===== config.mk =====
export PLATFORM = sky130hd
export DESIGN_NAME = result_display_sequencer
export DESIGN_NICKNAME = d
export VERILOG_FILES = /design/src/rtl/result_display_sequencer.sv
export SDC_FILE = /design/constraint.sdc
export NUM_CORES = 1
export LEC_CHECK = 0
export CAP_MARGIN = 0
export CORE_ASPECT_RATIO = 1.2
export CORE_MARGIN = 3
export CORE_UTILIZATION = 50
export CTS_CLUSTER_DIAMETER = 50
export DETAILED_ROUTE_END_ITERATION = 12
export GPL_TIMING_DRIVEN = 0
export PLACE_DENSITY = 0.84
export SETUP_SLACK_MARGIN = 0.5
export SLEW_MARGIN = 20
export SYNTH_ARGS = -nofsm -noshare
export SYNTH_HDL_FRONTEND = slang
export SYNTH_SLANG_ARGS = --single-unit

===== constraint.sdc =====
create_clock -name clk -period 2.54 [get_ports clk]
set_input_delay 0.254 -clock clk [delete_from_list [all_inputs] [get_ports clk]]
set_output_delay 0.254 -clock clk [all_outputs]
set_load 0.03 [all_outputs]

===== src/rtl/result_display_sequencer.sv =====
// End-of-round result presenter: blinks the result message, holds it, then
// latches it as "shown"; optional result LEDs are enabled by RESULT_LEDS_EN.
module result_display_sequencer #(
  parameter int TICK_DIV    = 25_000_000,
  parameter int BLINK_COUNT = 3,
  parameter int HOLD_TICKS  = 4
) (
  input  logic       clk,
  input  logic       reset,
  input  logic       result_valid,
  input  logic [1:0] result_code,
  output logic       result_ready,
  input  logic       clear_msg,
  input  logic       score_update,
  input  logic [4:0] dealer_score,
  input  logic [4:0] player_score,
  output logic [1:0] msg_code,
  output logic       msg_on,
  output logic [3:0] dealer_tens,
  output logic [3:0] dealer_ones,
  output logic [3:0] player_tens,
  output logic [3:0] player_ones,
  output logic       busy,
  output logic       done
`ifdef RESULT_LEDS_EN
  ,
  output logic [7:0]  greenLights,
  output logic [17:0] redLights
`endif
);

  localparam int TICK_W  = $clog2(TICK_DIV);
  localparam int BLINK_W = $clog2(BLINK_COUNT + 1);
  localparam int HOLD_W  = $clog2(HOLD_TICKS + 1);

  typedef enum logic [2:0] {
    S_IDLE, S_BLINK_ON, S_BLINK_OFF, S_HOLD, S_DONE
  } state_t;

  state_t              state_q, state_d;
  logic [TICK_W-1:0]   tick_q, tick_d;
  logic [BLINK_W-1:0]  blink_q, blink_d;
  logic [HOLD_W-1:0]   hold_q, hold_d;
  logic                shown_q, shown_d;
  logic [1:0]          msg_code_q, msg_code_d;
  logic                msg_on_q, msg_on_d;
  logic                busy_q, busy_d;
  logic                done_q, done_d;
  logic [7:0]          dealer_bcd_q, dealer_bcd_d;
  logic [7:0]          player_bcd_q, player_bcd_d;
  logic                accept, tick_last;

  // Score 0-31 to {tens, ones}; ones uses modulo-16 subtraction of the
  // decade base, which is exact because the remainder is always below 10.
  function automatic logic [7:0] to_bcd(input logic [4:0] s);
    logic [3:0] tens, ones;
    if (s >= 5'd30) begin
      tens = 4'd3; ones = s[3:0] - 4'd14;
    end else if (s >= 5'd20) begin
      tens = 4'd2; ones = s[3:0] - 4'd4;
    end else if (s >= 5'd10) begin
      tens = 4'd1; ones = s[3:0] - 4'd10;
    end else begin
      tens = 4'd0; ones = s[3:0];
    end
    return {tens, ones};
  endfunction

  assign result_ready = (state_q == S_IDLE) && !reset;
  assign accept       = result_valid && result_ready;
  assign tick_last    = (tick_q == TICK_W'(TICK_DIV - 1));

  always_comb begin
    state_d    = state_q;
    tick_d     = tick_q;
    blink_d    = blink_q;
    hold_d     = hold_q;
    shown_d    = shown_q;
    msg_code_d = msg_code_q;
    case (state_q)
      S_IDLE: begin
        if (accept) begin
          msg_code_d = result_code;
          tick_d     = '0;
          blink_d    = '0;
          hold_d     = '0;
          state_d    = S_BLINK_ON;
        end else if (clear_msg) begin
          shown_d = 1'b0;
        end
      end
      S_BLINK_ON: begin
        if (tick_last) begin
          tick_d  = '0;
          state_d = S_BLINK_OFF;
        end else begin
          tick_d = tick_q + TICK_W'(1);
        end
      end
      S_BLINK_OFF: begin
        if (tick_last) begin
          tick_d = '0;
          if (blink_q == BLINK_W'(BLINK_COUNT - 1)) begin
            state_d = S_HOLD;
          end else begin
            blink_d = blink_q + BLINK_W'(1);
            state_d = S_BLINK_ON;
          end
        end else begin
          tick_d = tick_q + TICK_W'(1);
        end
      end
      S_HOLD: begin
        if (tick_last) begin
          tick_d = '0;
          if (hold_q == HOLD_W'(HOLD_TICKS - 1)) begin
            state_d = S_DONE;
          end else begin
            hold_d = hold_q + HOLD_W'(1);
          end
        end else begin
          tick_d = tick_q + TICK_W'(1);
        end
      end
      S_DONE: begin
        shown_d = 1'b1;
        state_d = S_IDLE;
      end
      default: state_d = S_IDLE;
    endcase
  end

  // Outputs are registered from the next-state view so they line up with state_q.
  always_comb begin
    msg_on_d = (state_d == S_BLINK_ON) || (state_d == S_HOLD) ||
               (state_d == S_DONE) || ((state_d == S_IDLE) && shown_d);
    busy_d   = (state_d != S_IDLE);
    done_d   = (state_d == S_DONE);
    dealer_bcd_d = dealer_bcd_q;
    player_bcd_d = player_bcd_q;
    if (score_update && (state_q == S_IDLE)) begin
      dealer_bcd_d = to_bcd(dealer_score);
      player_bcd_d = to_bcd(player_score);
    end
  end

  always_ff @(posedge clk) begin
    if (reset) begin
      state_q      <= S_IDLE;
      tick_q       <= '0;
      blink_q      <= '0;
      hold_q       <= '0;
      shown_q      <= 1'b0;
      msg_code_q   <= 2'd0;
      msg_on_q     <= 1'b0;
      busy_q       <= 1'b0;
      done_q       <= 1'b0;
      dealer_bcd_q <= 8'd0;
      player_bcd_q <= 8'd0;
    end else begin
      state_q      <= state_d;
      tick_q       <= tick_d;
      blink_q      <= blink_d;
      hold_q       <= hold_d;
      shown_q      <= shown_d;
      msg_code_q   <= msg_code_d;
      msg_on_q     <= msg_on_d;
      busy_q       <= busy_d;
      done_q       <= done_d;
      dealer_bcd_q <= dealer_bcd_d;
      player_bcd_q <= player_bcd_d;
    end
  end

  assign msg_code    = msg_code_q;
  assign msg_on      = msg_on_q;
  assign busy        = busy_q;
  assign done        = done_q;
  assign dealer_tens = dealer_bcd_q[7:4];
  assign dealer_ones = dealer_bcd_q[3:0];
  assign player_tens = player_bcd_q[7:4];
  assign player_ones = player_bcd_q[3:0];

`ifdef RESULT_LEDS_EN
  logic [7:0]  green_q, green_d;
  logic [17:0] red_q, red_d;

  always_comb begin
    green_d = 8'h00;
    red_d   = 18'h0;
    if (msg_on_d) begin
      case (msg_code_d)
        2'd0:    red_d = 18'h3FFFF;
        2'd2: begin
          green_d = 8'h55;
          red_d   = 18'h15555;
        end
        default: green_d = 8'hFF;
      endcase
    end
  end

  always_ff @(posedge clk) begin
    if (reset) begin
      green_q <= 8'h00;
      red_q   <= 18'h0;
    end else begin
      green_q <= green_d;
      red_q   <= red_d;
    end
  end

  assign greenLights = green_q;
  assign redLights   = red_q;
`endif

endmodule


* After elaboration in Yosys (flattened, before gate mapping)
Cells that the tools add are included.
** Word-level totals
- Bits of input ports :: 17
- Output and inout bits :: 22
- Bits in registers :: 55
** Cells by class
- Reductions and logical operators :: 19
- $add $sub $neg :: 9
- Order comparisons :: 6
- Equality and inequality tests :: 15
- Multiplexer cells :: 33
** Operators by type and width (count)
- 25-bit 2-to-1 mux :: 2
- 25-bit case mux with 2 select lines :: 1
- 25-bit by 1-bit adder with 25-bit output (second input constant) :: 1
- 25-bit equality test (second input constant) :: 1
- 3-bit 2-to-1 mux :: 8
- 4-bit 2-to-1 mux :: 6
- 5-bit greater-or-equal comparator (second input constant) :: 4
- 2-bit 2-to-1 mux :: 8
- 4-bit subtractor (second input constant) :: 4
- 3-bit by 2-bit equality test with 1-bit output (second input constant) :: 4
- 3-bit case mux with 4 select lines :: 1
- 5-bit by 4-bit greater-or-equal comparator with 1-bit output (second input constant) :: 2
- 2-bit != test (second input constant) :: 5
- 4-bit AND reduction :: 2
- 4-bit by 3-bit subtractor with 4-bit output (second input constant) :: 2
- 3-bit by 1-bit equality test with 1-bit output (second input constant) :: 2
- 3-bit equality test (second input constant) :: 2
- 3-bit zero test :: 2
- 3-bit case mux with 2 select lines :: 1
- 2-bit nonzero test :: 3
- 1-bit logical AND :: 4
- 1-bit 2-to-1 mux :: 4
- 2-bit case mux with 2 select lines :: 1
- 2-bit AND reduction :: 2
- other kinds (8) :: 10

* Logic depth before layout (Yosys ltp)
Gate-level depths: netlist (run 1).
- Word-level depth :: 9
- Gate-level depth with buffers :: 8
- Mapped depth without buffers :: 7

* Worst setup path after synthesis (run 1)
OpenSTA, ideal clock, no wires.
- Path type :: register -> register
- Start :: register state_q[2]
- End :: register hold_q[2]
- Setup slack :: -0.142 ns
- Cell stages (with the launch flop) :: 7
- Data required time :: 2.466 ns
- Arrival :: 2.607 ns
- Period minus slack after synthesis :: 2.682 ns
- Cell sequence :: dfxtp_1 clkbuf_1 nor4_1 nand2_1 o21a_1 or4_1 a31oi_1
** Between the ends
- Longest elaborated chain between the ends :: 5
- Elaborated cells on any way between the ends :: 10
- Classes of those cells :: 4 x eq/ne; 1 x mux; 5 x reduce/logical
** RTL lines
- start, declared :: line 40 : state_t state_q, state_d;
- start signal, assigned :: line 161 : state_q <= state_d;
- 3-bit zero test :: line 69 : assign result_ready = (state_q == S_IDLE) && !reset;
- 1-bit logical AND :: line 69
- via result_ready :: line 12 : output logic result_ready,
- 1-bit logical AND :: line 70 : assign accept = result_valid && result_ready;
- 2-bit != test (no source line)
- 4-bit AND reduction (no source line)
- end signal, assigned :: line 164 : hold_q <= hold_d;
- end, declared :: line 43 : logic [HOLD_W-1:0] hold_q, hold_d;
The timed path passes the listed nets, and every way through them passes these cells.
A chain may end at the register's enable or synchronous reset.

* Final worst setup path (run 1)
- Start :: register tick_q[1]
- End :: register hold_q[2]
** Between the ends
- Longest elaborated chain between the ends :: 3
** RTL lines
- start, declared :: line 41 : logic [TICK_W-1:0] tick_q, tick_d;
- start signal, assigned :: line 162 : tick_q <= tick_d;
- 25-bit equality test :: line 71 : assign tick_last = (tick_q == TICK_W'(TICK_DIV - 1));
- 2-bit != test (no source line)
- 4-bit AND reduction (no source line)
Every way passes these cells.

==> results of run 1 <==
## sequential cells by signal, summed over array words and instances (netlist names)
name,flops
busy,1
state_q,3
msg_code,2
player_bcd_q,6
blink_q,2
shown_q,1
tick_q,25
dealer_bcd_q,6
done,1
msg_on,1
hold_q,3
## what timing repair did
action                                  in CTS  in global routing
hold buffers                                 0                  0
gates resized for setup                     48                 27
endpoints found under the setup margin      44                 44
pin swaps                                   16                 11
buffers inserted                            15                  2
cloned                                       3                  0
## area by class of cell
cell class / count / area share (%)
sequential: 51 / 25.2
clock buffer: 6 / 2.00
inverter: 14 / 1.28
tap: 80 / 2.43
timing repair buffer: 52 / 12.1
buffer: 29 / 5.10
multi-input combinational: 294 / 51.0
clock inverter: 2 / 0.850
## synth_stat cells (3+ instances only)
library cell  instances  area [um2]
nand2b_1              8        50.1
or4_1                 7        52.6
o311ai_0              5        43.8
nand4_1               8        50.1
a211o_1               4        35.0
ha_1                 14         175
and2_1                3        18.8
a21oi_1              14        70.1
nor2_1               31         116
o21a_1                7        52.6
clkbuf_1             23        86.3
a31oi_1               9        56.3
o21ai_0              12        60.1
nor4_1                6        37.5
and4_1                6        52.6
dfxtp_1              51        1020
nor4b_1               4        35.0
or3_1                 4        25.0
nand3_1              10        50.1
a211oi_1              8        60.1
nand2_1              39         146
buf_4                 4        30.0
mux2i_1               6        60.1
nand3b_1              3        22.5
xnor2_1               5        43.8
nor3_1               15        75.1
o31ai_1               9        67.6
inv_1                14        52.6
nor2b_1               4        25.0
a21boi_0              3        22.5
and3_1                6        37.5
a22o_1                5        43.8
## worst max-delay path by stage
stage	startpoint	to	slack, ps
final	tick_q[1]	hold_q[2]	320
after global routing	tick_q[1]	state_q[1]	190
after CTS	tick_q[0]	hold_q[2]	250
after detailed placement	reset	hold_q[0]	90
after global placement	reset	hold_q[0]	90
after floorplan	tick_q[0]	hold_q[2]	370
## layer usage
layer	vias up	GRT usage [%]	part of all wire, %
met5	-	0	0
met4	0	14.8	4.7
met3	48	4.52	5.7
met2	172	46.9	51
met1	1557	26.7	38
li1	1555	-	-
## cell usage in the layout, fill, tap and decap left out, drive strengths merged, types with 6 or more instances in the layout
cell type | netlist | final
nand3 | 11 | 11
inv | 14 | 14
o31ai | 9 | 9
nor2 | 31 | 31
nand2b | 8 | 8
clkbuf | 23 | 30
mux2i | 6 | 6
a21oi | 14 | 14
nor3 | 15 | 15
buf | 6 | 25
nor4 | 6 | 6
a211oi | 8 | 8
and4 | 6 | 6
and3 | 6 | 6
dfxtp | 51 | 51
nand2 | 39 | 39
nand4 | 8 | 8
clkdlybuf4s50 | 0 | 29
o21a | 7 | 7
or4 | 7 | 7
a31oi | 9 | 9
o21ai | 12 | 12
ha | 14 | 14
## logic make-up after synthesis
| kind of cell | synth area share [%] |
|---|---|
| and+or+nand+nor | 28.2 |
| AOI/OAI and AO/OA | 23.0 |
| DFF | 32.9 |
| buffers and inverters | 5.77 |
| adders and majority gates | 5.65 |
| muxes | 2.66 |
| xor gates and xnor gates | 1.70 |
| other | 0.121 |
## through the flow
| stage | hold slack, ps | cell area (um2) |
|---|---|---|
| final | 324 | 4120 |
| after global routing | 341 | 4120 |
| after CTS | 318 | 4010 |
| after detailed placement | 464 | 3580 |
| after global placement | 449 | 3580 |
| after floorplan | 363 | 3160 |
## critical path, cell delays in order (launching register included)
cell,delay [ps]
dfxtp_4,370
ha_4,150
nand3_4,90
or3_4,350
or4_4,420
buf_6,140
or4_1,490
a31oi_1,150
## where the power goes
part           switching [uW]  leakage, uW  total (uW)  internal (uW)
clock                     286    0.0000612         605            319
sequential               20.2     0.000421         846            826
combinational             215      0.00109         372            157
==> flow_summary_export.csv, run 1 <==
group,metric,value,unit
outcome,status,"complete, no violations",
logic_synthesis,async_flop_share,0,%
logic_synthesis,ys.warnings.count,0,
worst_setup_path,rrSetupSlack,320,ps
sta,slew_headroom,61.0,%
pwr,p_leak,0.00157,uW
grt,antenna_found_initial,0,
sta,setup_viol,0,
sta,hold_viol_final,0,
grt,grt.total_usage,25.5,%
sta,clock.fmax,0.450,GHz
logic_synthesis,synth_seq_cells,51,
worst_setup_path,arrival,2470,ps
layout,drive_gt1_share,20.5,%
sta,finalWorstPathRequiredPeriod,2220,ps
floorplan,fp-row-count,30,
logic_synthesis,synth.distinct_cells,61,
worst_setup_path,r2r-end,"hold_q[2]",
layout,syn_to_final_growth,33.0,%
placement,io_buffers,32,
routing,drt-initial-drc-count,344,
sta,slew_violations,0,
pwr,vdd_drop_max,0.000312,V
clocking,clock_sinks,51,
sta,setup_ws,316,ps
worst_setup_path,ff2ff_path_depth,7,
routing,drt.antenna.violating_nets,0,
worst_setup_path,rr_startpoint,"tick_q[1]",
sta,finalCritPeriodShare,87.6,%
grt,grt_max_degree,16,
clocking,cts.path.max_buffers,2,
layout,seq_area,1040,um2
hold_path,holdPathEnd,"player_bcd_q[5]",
layout,antenna_cells,0,
grt,grt-ovfl-total,0,
clocking,clk_pin_slew,90,ps
grt,grt_pass1_vias,3224,
floorplan,die_w,77.9,um
hold_path,min_from,"player_score[4]",
clocking,cts_tree,"done",
hold_path,whs_path_depth,3,
logic_synthesis,ys_seq_area_share,32.9,%
worst_setup_path,crit_type,"register to register",
sta,worstMarginPinSlew,585,ps
layout,num-fill-cells,424,
hold_path,min_path_type,"input pin to register",
logic_synthesis,syn_inst,385,
routing,vias,3332,
layout,multi_input_area,2100,um2
pwr,p_per_area,442,nW/um2
pwr,total_power,1820,uW
run,drv_cap,0,
logic_synthesis,avgSynthCellArea,8.05,um2
floorplan,ios,39,
placement,dp_hpwl,5870,um
worst_setup_path,path_max_fanout,4,
logic_synthesis,ys.flop_type,"dfxtp_1",
clocking,cts_made_buffers,5,
placement,place_ws,90.0,ps
floorplan,die-area,7180,um2
clocking,cts-htree-levels,2,
routing,drcViolationCount,0,
worst_setup_path,critPathRequiredTime,2780,ps
placement,gp_congestion,0.904,
layout,final_nets,478,
clocking,worstSkewPairLatency,320,ps
logic_synthesis,synth_edf_count,0,
worst_setup_path,startpoint_type,"register",
layout,post-route-util,70.8,%
routing,routed_wl,9250,um
worst_setup_path,endpoint_kind,"register",
floorplan,coreArea,5820,um2
grt,grt_pass1_wl,14800,um
layout,fin_cells,528,
routing,firstDrtPassIters,5,
sta,grt_setup_unrepaired,"true",
routing,routedWlPerCell,17.5,um
clocking,root_buffer,"clkbuf_8",
routing,viasPerCell,6.31,
floorplan,die_h,92.2,um
placement,dpl.cell_count,500,
logic_synthesis,mappedNetlistArea,3100,um2
sta,tns,0,ps
sta,skew,12.4,ps
floorplan,initial_core_util,53.3,%
No activity file was read; power rests on OpenSTA's default activity.
==> inputs of run 2 (changes only) <==
--- a/config.mk
+++ b/config.mk
@@ -8,12 +8,13 @@
 export CAP_MARGIN = 0
 export CORE_ASPECT_RATIO = 1.2
 export CORE_MARGIN = 3
-export CORE_UTILIZATION = 50
+export CORE_UTILIZATION = 56
 export CTS_CLUSTER_DIAMETER = 50
 export DETAILED_ROUTE_END_ITERATION = 12
 export GPL_TIMING_DRIVEN = 0
-export PLACE_DENSITY = 0.84
+export PLACE_DENSITY = 0.88
 export SETUP_SLACK_MARGIN = 0.5
+export SKIP_CTS_REPAIR_TIMING = 1
 export SLEW_MARGIN = 20
 export SYNTH_ARGS = -nofsm -noshare
 export SYNTH_HDL_FRONTEND = slang
==> constraint.sdc (replaced) <==
create_clock -name clk -period 2.19 [get_ports clk]
set_input_delay 0.219 -clock clk [delete_from_list [all_inputs] [get_ports clk]]
set_output_delay 0.219 -clock clk [all_outputs]
set_load 0.03 [all_outputs]
==> flow_summary_export.csv, run 2 (synthesis results as in run 1) <==
group,metric,value,unit
outcome,status,"finished with violations",
outcome,violations,"negative setup slack",
layout,mostFrequentLayoutCells,"dfxtp_1, nand2_1, nor2_1, clkdlybuf4s50_1, buf_4",
sta,slew_violations,0,
pwr,p_leak,0.00157,uW
sta,finalWorstPathRequiredPeriod,2320,ps
worst_setup_path,rr_startpoint,"tick_q[7]",
layout,regMostFlops,"tick_q",
sta,skew,14.0,ps
layout,antenna_cells,0,
sta,hold_ws,287,ps
routing,routedWlPerCell,17.0,um
worst_setup_path,arrival,2560,ps
layout,top_regs,"tick_q: 25 flops, dealer_bcd_q: 6 flops, player_bcd_q: 6 flops",
worst_setup_path,ff2ff_path_depth,7,
layout,final_nets,473,
grt,antenna_found_initial,0,
routing,firstDrtPassIters,8,
grt,grt_pass1_vias,3071,
hold_path,holdPathEnd,"player_bcd_q[5]",
clocking,clock_sinks,51,
worst_setup_path,crit_type,"register to register",
worst_setup_path,rrSetupSlack,-130,ps
routing,viasPerCell,6.39,
routing,drt-initial-drc-count,425,
sta,worstMarginPinSlew,607,ps
pwr,p_per_area,517,nW/um2
clocking,root_buffer,"clkbuf_8",
pwr,vdd_drop_max,0.000368,V
clocking,cts_tree,"done",
floorplan,die_w,73.9,um
grt,grt.total_usage,25.6,%
grt,grt_pass1_wl,13200,um
routing,routed_wl,8590,um
layout,final_area,4010,um2
grt,grt-ovfl-total,0,
floorplan,initial_core_util,58.1,%
worst_setup_path,endpoint_kind,"register",
worst_setup_path,path_max_fanout,8,
sta,slew_headroom,59.2,%
clocking,cts.path.max_buffers,2,
worst_setup_path,startpoint_type,"register",
sta,setup_ws,-129,ps
floorplan,ios,39,
hold_path,min_path_type,"input pin to register",
clocking,cts-htree-levels,2,
hold_path,min_from,"player_score[4]",
clocking,clk_pin_slew,100,ps
placement,gp_congestion,0.862,
layout,mostFrequentLayoutCell,"dfxtp_1",
sta,hold_viol_final,0,
worst_setup_path,r2r-end,"hold_q[2]",
layout,multi_input_area,2050,um2
hold_path,whs_path_depth,3,
placement,place_area,3610,um2
floorplan,die_h,87.5,um
floorplan,die-area,6470,um2
sta,grt_setup_unrepaired,"true",
layout,seq_area,1040,um2
worst_setup_path,critPathRequiredTime,2430,ps
sta,clock.fmax,0.431,GHz
run,drv_cap,0,
grt,grt_max_degree,17,
layout,num-fill-cells,374,
sta,setup_viol,8,
clocking,worstSkewPairLatency,320,ps
routing,vias,3228,
layout,largest_reg_flops,25,
sta,finalCritPeriodShare,106,%
placement,dpl.cell_count,482,
clocking,cts_made_buffers,5,
floorplan,fp-row-count,29,
layout,fin_cells,505,
routing,drcViolationCount,0,
placement,io_buffers,32,
placement,dp_hpwl,5670,um
layout,drive_gt1_share,20.3,%
floorplan,coreArea,5330,um2
routing,drt.antenna.violating_nets,0,
layout,syn_to_final_growth,29.3,%
==> run 2: cell count changes in the layout (fill, tap and decap cells not counted), moves of 3 or more <==
cell            previous run  this run
nor4b_1                    4         1
a31oi_1                    5         8
clkbuf_8                  10         6
nor4b_2                    0         3
a31oi_4                    4         0
dlymetal6s2s_1             2         5
clkbuf_1                   7         4
==> run 2: through the flow <==
step	util, %	worst slack, ps	power (uW)	setup TNS (ps)
6_report	75.1	-129	2070	-296
5_1_grt	75.1	-140	2160	-681
4_1_cts	69.8	-211	2040	-2780
3_5_place_dp	67.8	-226	1380	-4290
3_3_place_gp	67.8	-180	1370	-3120
2_1_floorplan	-	24.0	1250	0
==> run 2: metal layers <==
layer  global-route usage [%]  part of all wire [%]
met1                     27.8                    37
met4                     13.8                   2.9
met3                     4.97                   7.3
met5                        0                     0
met2                     45.6                    52
==> run 2: final cells by class <==
type	count	area share [%]
Multi-Input combinational cell	294	51.3
Tap cell	62	1.94
Inverter	14	1.31
Clock buffer	6	1.81
Clock inverter	2	0.937
Timing Repair Buffer	47	11.3
Sequential cell	51	26.1
Buffer	29	5.37
==> run 2: critical path: stages (launching register included) <==
cell and delay [ps]:
dfxtp_1 320, clkbuf_8 140, nor3_1 320, nand2_1 130, or4_4 550, buf_6 150
or4_1 500, a31oi_1 130
==> run 2: how the worst max path moves through the flow <==
| stage | depth (start not counted) | slack (ps) | from | end |
|---|---|---|---|---|
| global route | 7 | -140 | tick_q[7] | hold_q[2] |
| floorplan | 7 | 20 | tick_q[0] | hold_q[2] |
| CTS | 7 | -210 | tick_q[0] | tick_q[16] |
| finish | 7 | -130 | tick_q[7] | hold_q[2] |
| detailed placement | 7 | -230 | reset | tick_q[21] |
| global placement | 7 | -180 | reset | tick_q[21] |
==> run 2: power breakdown <==
group	total [uW]	internal, uW	switching, uW
clock network	662	341	321
logic	428	185	243
registers	980	956	24.6
total	2070	1480	588
==> inputs of run 3 (changes only) <==
==> constraint.sdc (replaced) <==
create_clock -name clk -period 2.4 [get_ports clk]
set_input_delay 0.36 -clock clk [delete_from_list [all_inputs] [get_ports clk]]
set_output_delay 0.36 -clock clk [all_outputs]
set_load 0.03 [all_outputs]
==> flow_summary_export.csv, run 3 (synthesis results as in run 1) <==
group,metric,value,unit
outcome,status,"complete, no violations",
clocking,cts_tree,"done",
layout,drive_gt1_share,23.2,%
clocking,cts_made_buffers,5,
layout,fin_cells,515,
floorplan,fp-row-count,29,
worst_setup_path,path_max_fanout,4,
layout,antenna_cells,0,
worst_setup_path,crit_chain,"ha_4 -> nand3_4 -> or3_4 -> or4_4 -> buf_6 -> or4_4 -> a31oi_1",
placement,place_ws,-114,ps
placement,gp_congestion,0.860,
grt,grt_pass1_wl,13300,um
worst_setup_path,critPathRequiredTime,2640,ps
grt,grt.busiest_layer,"met2",
layout,final_nets,483,
layout,syn_to_final_growth,36.2,%
floorplan,initial_core_util,58.1,%
sta,tns,0,ps
grt,grt_pass1_vias,3061,
hold_path,min_from,"dealer_score[4]",
routing,drcViolationCount,0,
floorplan,coreArea,5330,um2
routing,firstDrtPassIters,5,
sta,slew_headroom,61.1,%
worst_setup_path,startpoint_type,"register",
grt,grt-ovfl-total,0,
sta,clock.fmax,0.429,GHz
sta,finalCritPeriodShare,97.1,%
worst_setup_path,ff2ff_path_depth,7,
placement,dp_hpwl,5750,um
routing,routedWlPerCell,18.3,um
worst_setup_path,rrSetupSlack,70,ps
worst_setup_path,cp_common_cell,"or4_4",
layout,top_regs,"tick_q: 25 flops, dealer_bcd_q: 6 flops, player_bcd_q: 6 flops",
clocking,cts.path.max_buffers,2,
worst_setup_path,max_stage_delay,500,ps
routing,routed_wl,9420,um
worst_setup_path,cp_slowest_cell,"or4_4",
sta,skew,11.0,ps
routing,drt-initial-drc-count,395,
hold_path,whs_path_depth,3,
worst_setup_path,arrival,2570,ps
routing,drt.antenna.violating_nets,0,
sta,hold_viol_final,0,
layout,num-fill-cells,315,
pwr,p_per_area,455,nW/um2
layout,mostFrequentLayoutCell,"dfxtp_1",
placement,dpl.cell_count,482,
layout,final_area,4220,um2
floorplan,ios,39,
grt,met3_usage,4.73,%
grt,grt_max_degree,17,
pwr,vdd_drop_max,0.000339,V
worst_setup_path,rr_startpoint,"tick_q[0]",
sta,slew_violations,0,
hold_path,min_path_type,"input pin to register",
clocking,root_buffer,"clkbuf_8",
worst_setup_path,endpoint_kind,"register",
clocking,clock_sinks,51,
sta,setup_ws,70.3,ps
hold_path,holdPathEnd,"dealer_bcd_q[5]",
worst_setup_path,crit_type,"register to register",
floorplan,die_h,87.5,um
sta,worstMarginPinSlew,584,ps
routing,viasPerCell,6.50,
routing,vias,3346,
pwr,p_leak,0.00165,uW
grt,met1_usage,28.9,%
grt,antenna_found_initial,0,
placement,place_area,3610,um2
placement,io_buffers,32,
worst_setup_path,r2r-end,"hold_q[2]",
clocking,worstSkewPairLatency,310,ps
sta,setup_viol,0,
floorplan,die_w,73.9,um
grt,grt.total_usage,25.8,%
grt,use_met2,45.2,%
run,drv_cap,0,
sta,grt_setup_unrepaired,"true",
layout,regMostFlops,"tick_q",
layout,mostFrequentLayoutCells,"dfxtp_1, nand2_1, nor2_1, clkdlybuf4s50_1, buf_4",
layout,largest_reg_flops,25,
clocking,cts-htree-levels,2,
pwr,total_power,1920,uW
floorplan,die-area,6470,um2
sta,finalWorstPathRequiredPeriod,2330,ps
clocking,clk_pin_slew,100,ps
run 3: cell types whose count changed in the layout (fill, tap and decap cells not counted), sizes merged:
cell	change
clkinvlp	-1
clkinv	+1
buf	+3
dlymetal6s2s	-1
inv	+1
clkbuf	+7
run 3: critical path, delay by kind of cell (launching register included):
kind / cells / cell delay [ps]
and+or+nand+nor: 4 / 1420
AOI/OAI and AO/OA: 1 / 160
buffers and inverters: 1 / 150
DFF: 1 / 380
adders and majority gates: 1 / 150
run 3: worst max path at each step:
stage / start / to / slack (ps) / cells past startpoint
after global routing: tick_q[0] / hold_q[2] / 10 / 7
final: tick_q[0] / hold_q[2] / 70 / 7
after floorplan: tick_q[0] / hold_q[2] / 230 / 7
after CTS: state_q[0] / tick_q[21] / -20 / 7
after global placement: reset / tick_q[21] / -60 / 7
after detailed placement: reset / hold_q[0] / -110 / 6
run 3: layout make-up:
| type | instances | area, um2 | share of cell area, % |
|---|---|---|---|
| inverter | 14 | 52.6 | 1.25 |
| sequential | 51 | 1050 | 24.8 |
| buffer | 29 | 215 | 5.10 |
| timing repair buffer | 57 | 597 | 14.1 |
| multi-input combinational | 294 | 2120 | 50.2 |
| clock buffer | 5 | 68.8 | 1.63 |
| tap | 62 | 77.6 | 1.84 |
| clock inverter | 3 | 42.5 | 1.01 |
run 3: through the flow:
step	utilization (%)	hold WS (ps)
2_1_floorplan	-	445
3_3_place_gp	67.7	448
3_5_place_dp	67.7	461
4_1_cts	69.8	425
5_1_grt	79.1	447
6_report	79.1	439
run 3: metal layers:
layer  routed length [um]  share of wire, %  vias to the layer above
met5                    0                 0                        -
met4                  401               4.3                        0
met3                  540               5.7                       46
met2                 4850                52                      169
met1                 3620                38                     1570
li1                     -                 -                     1561
run 3: power by group:
group	leakage [uW]	total [uW]	internal, uW	switching, uW
registers	0.000422	896	871	24.8
logic	0.00117	408	175	234
clock network	0.0000562	615	311	304
total	0.00165	1920	1360	562
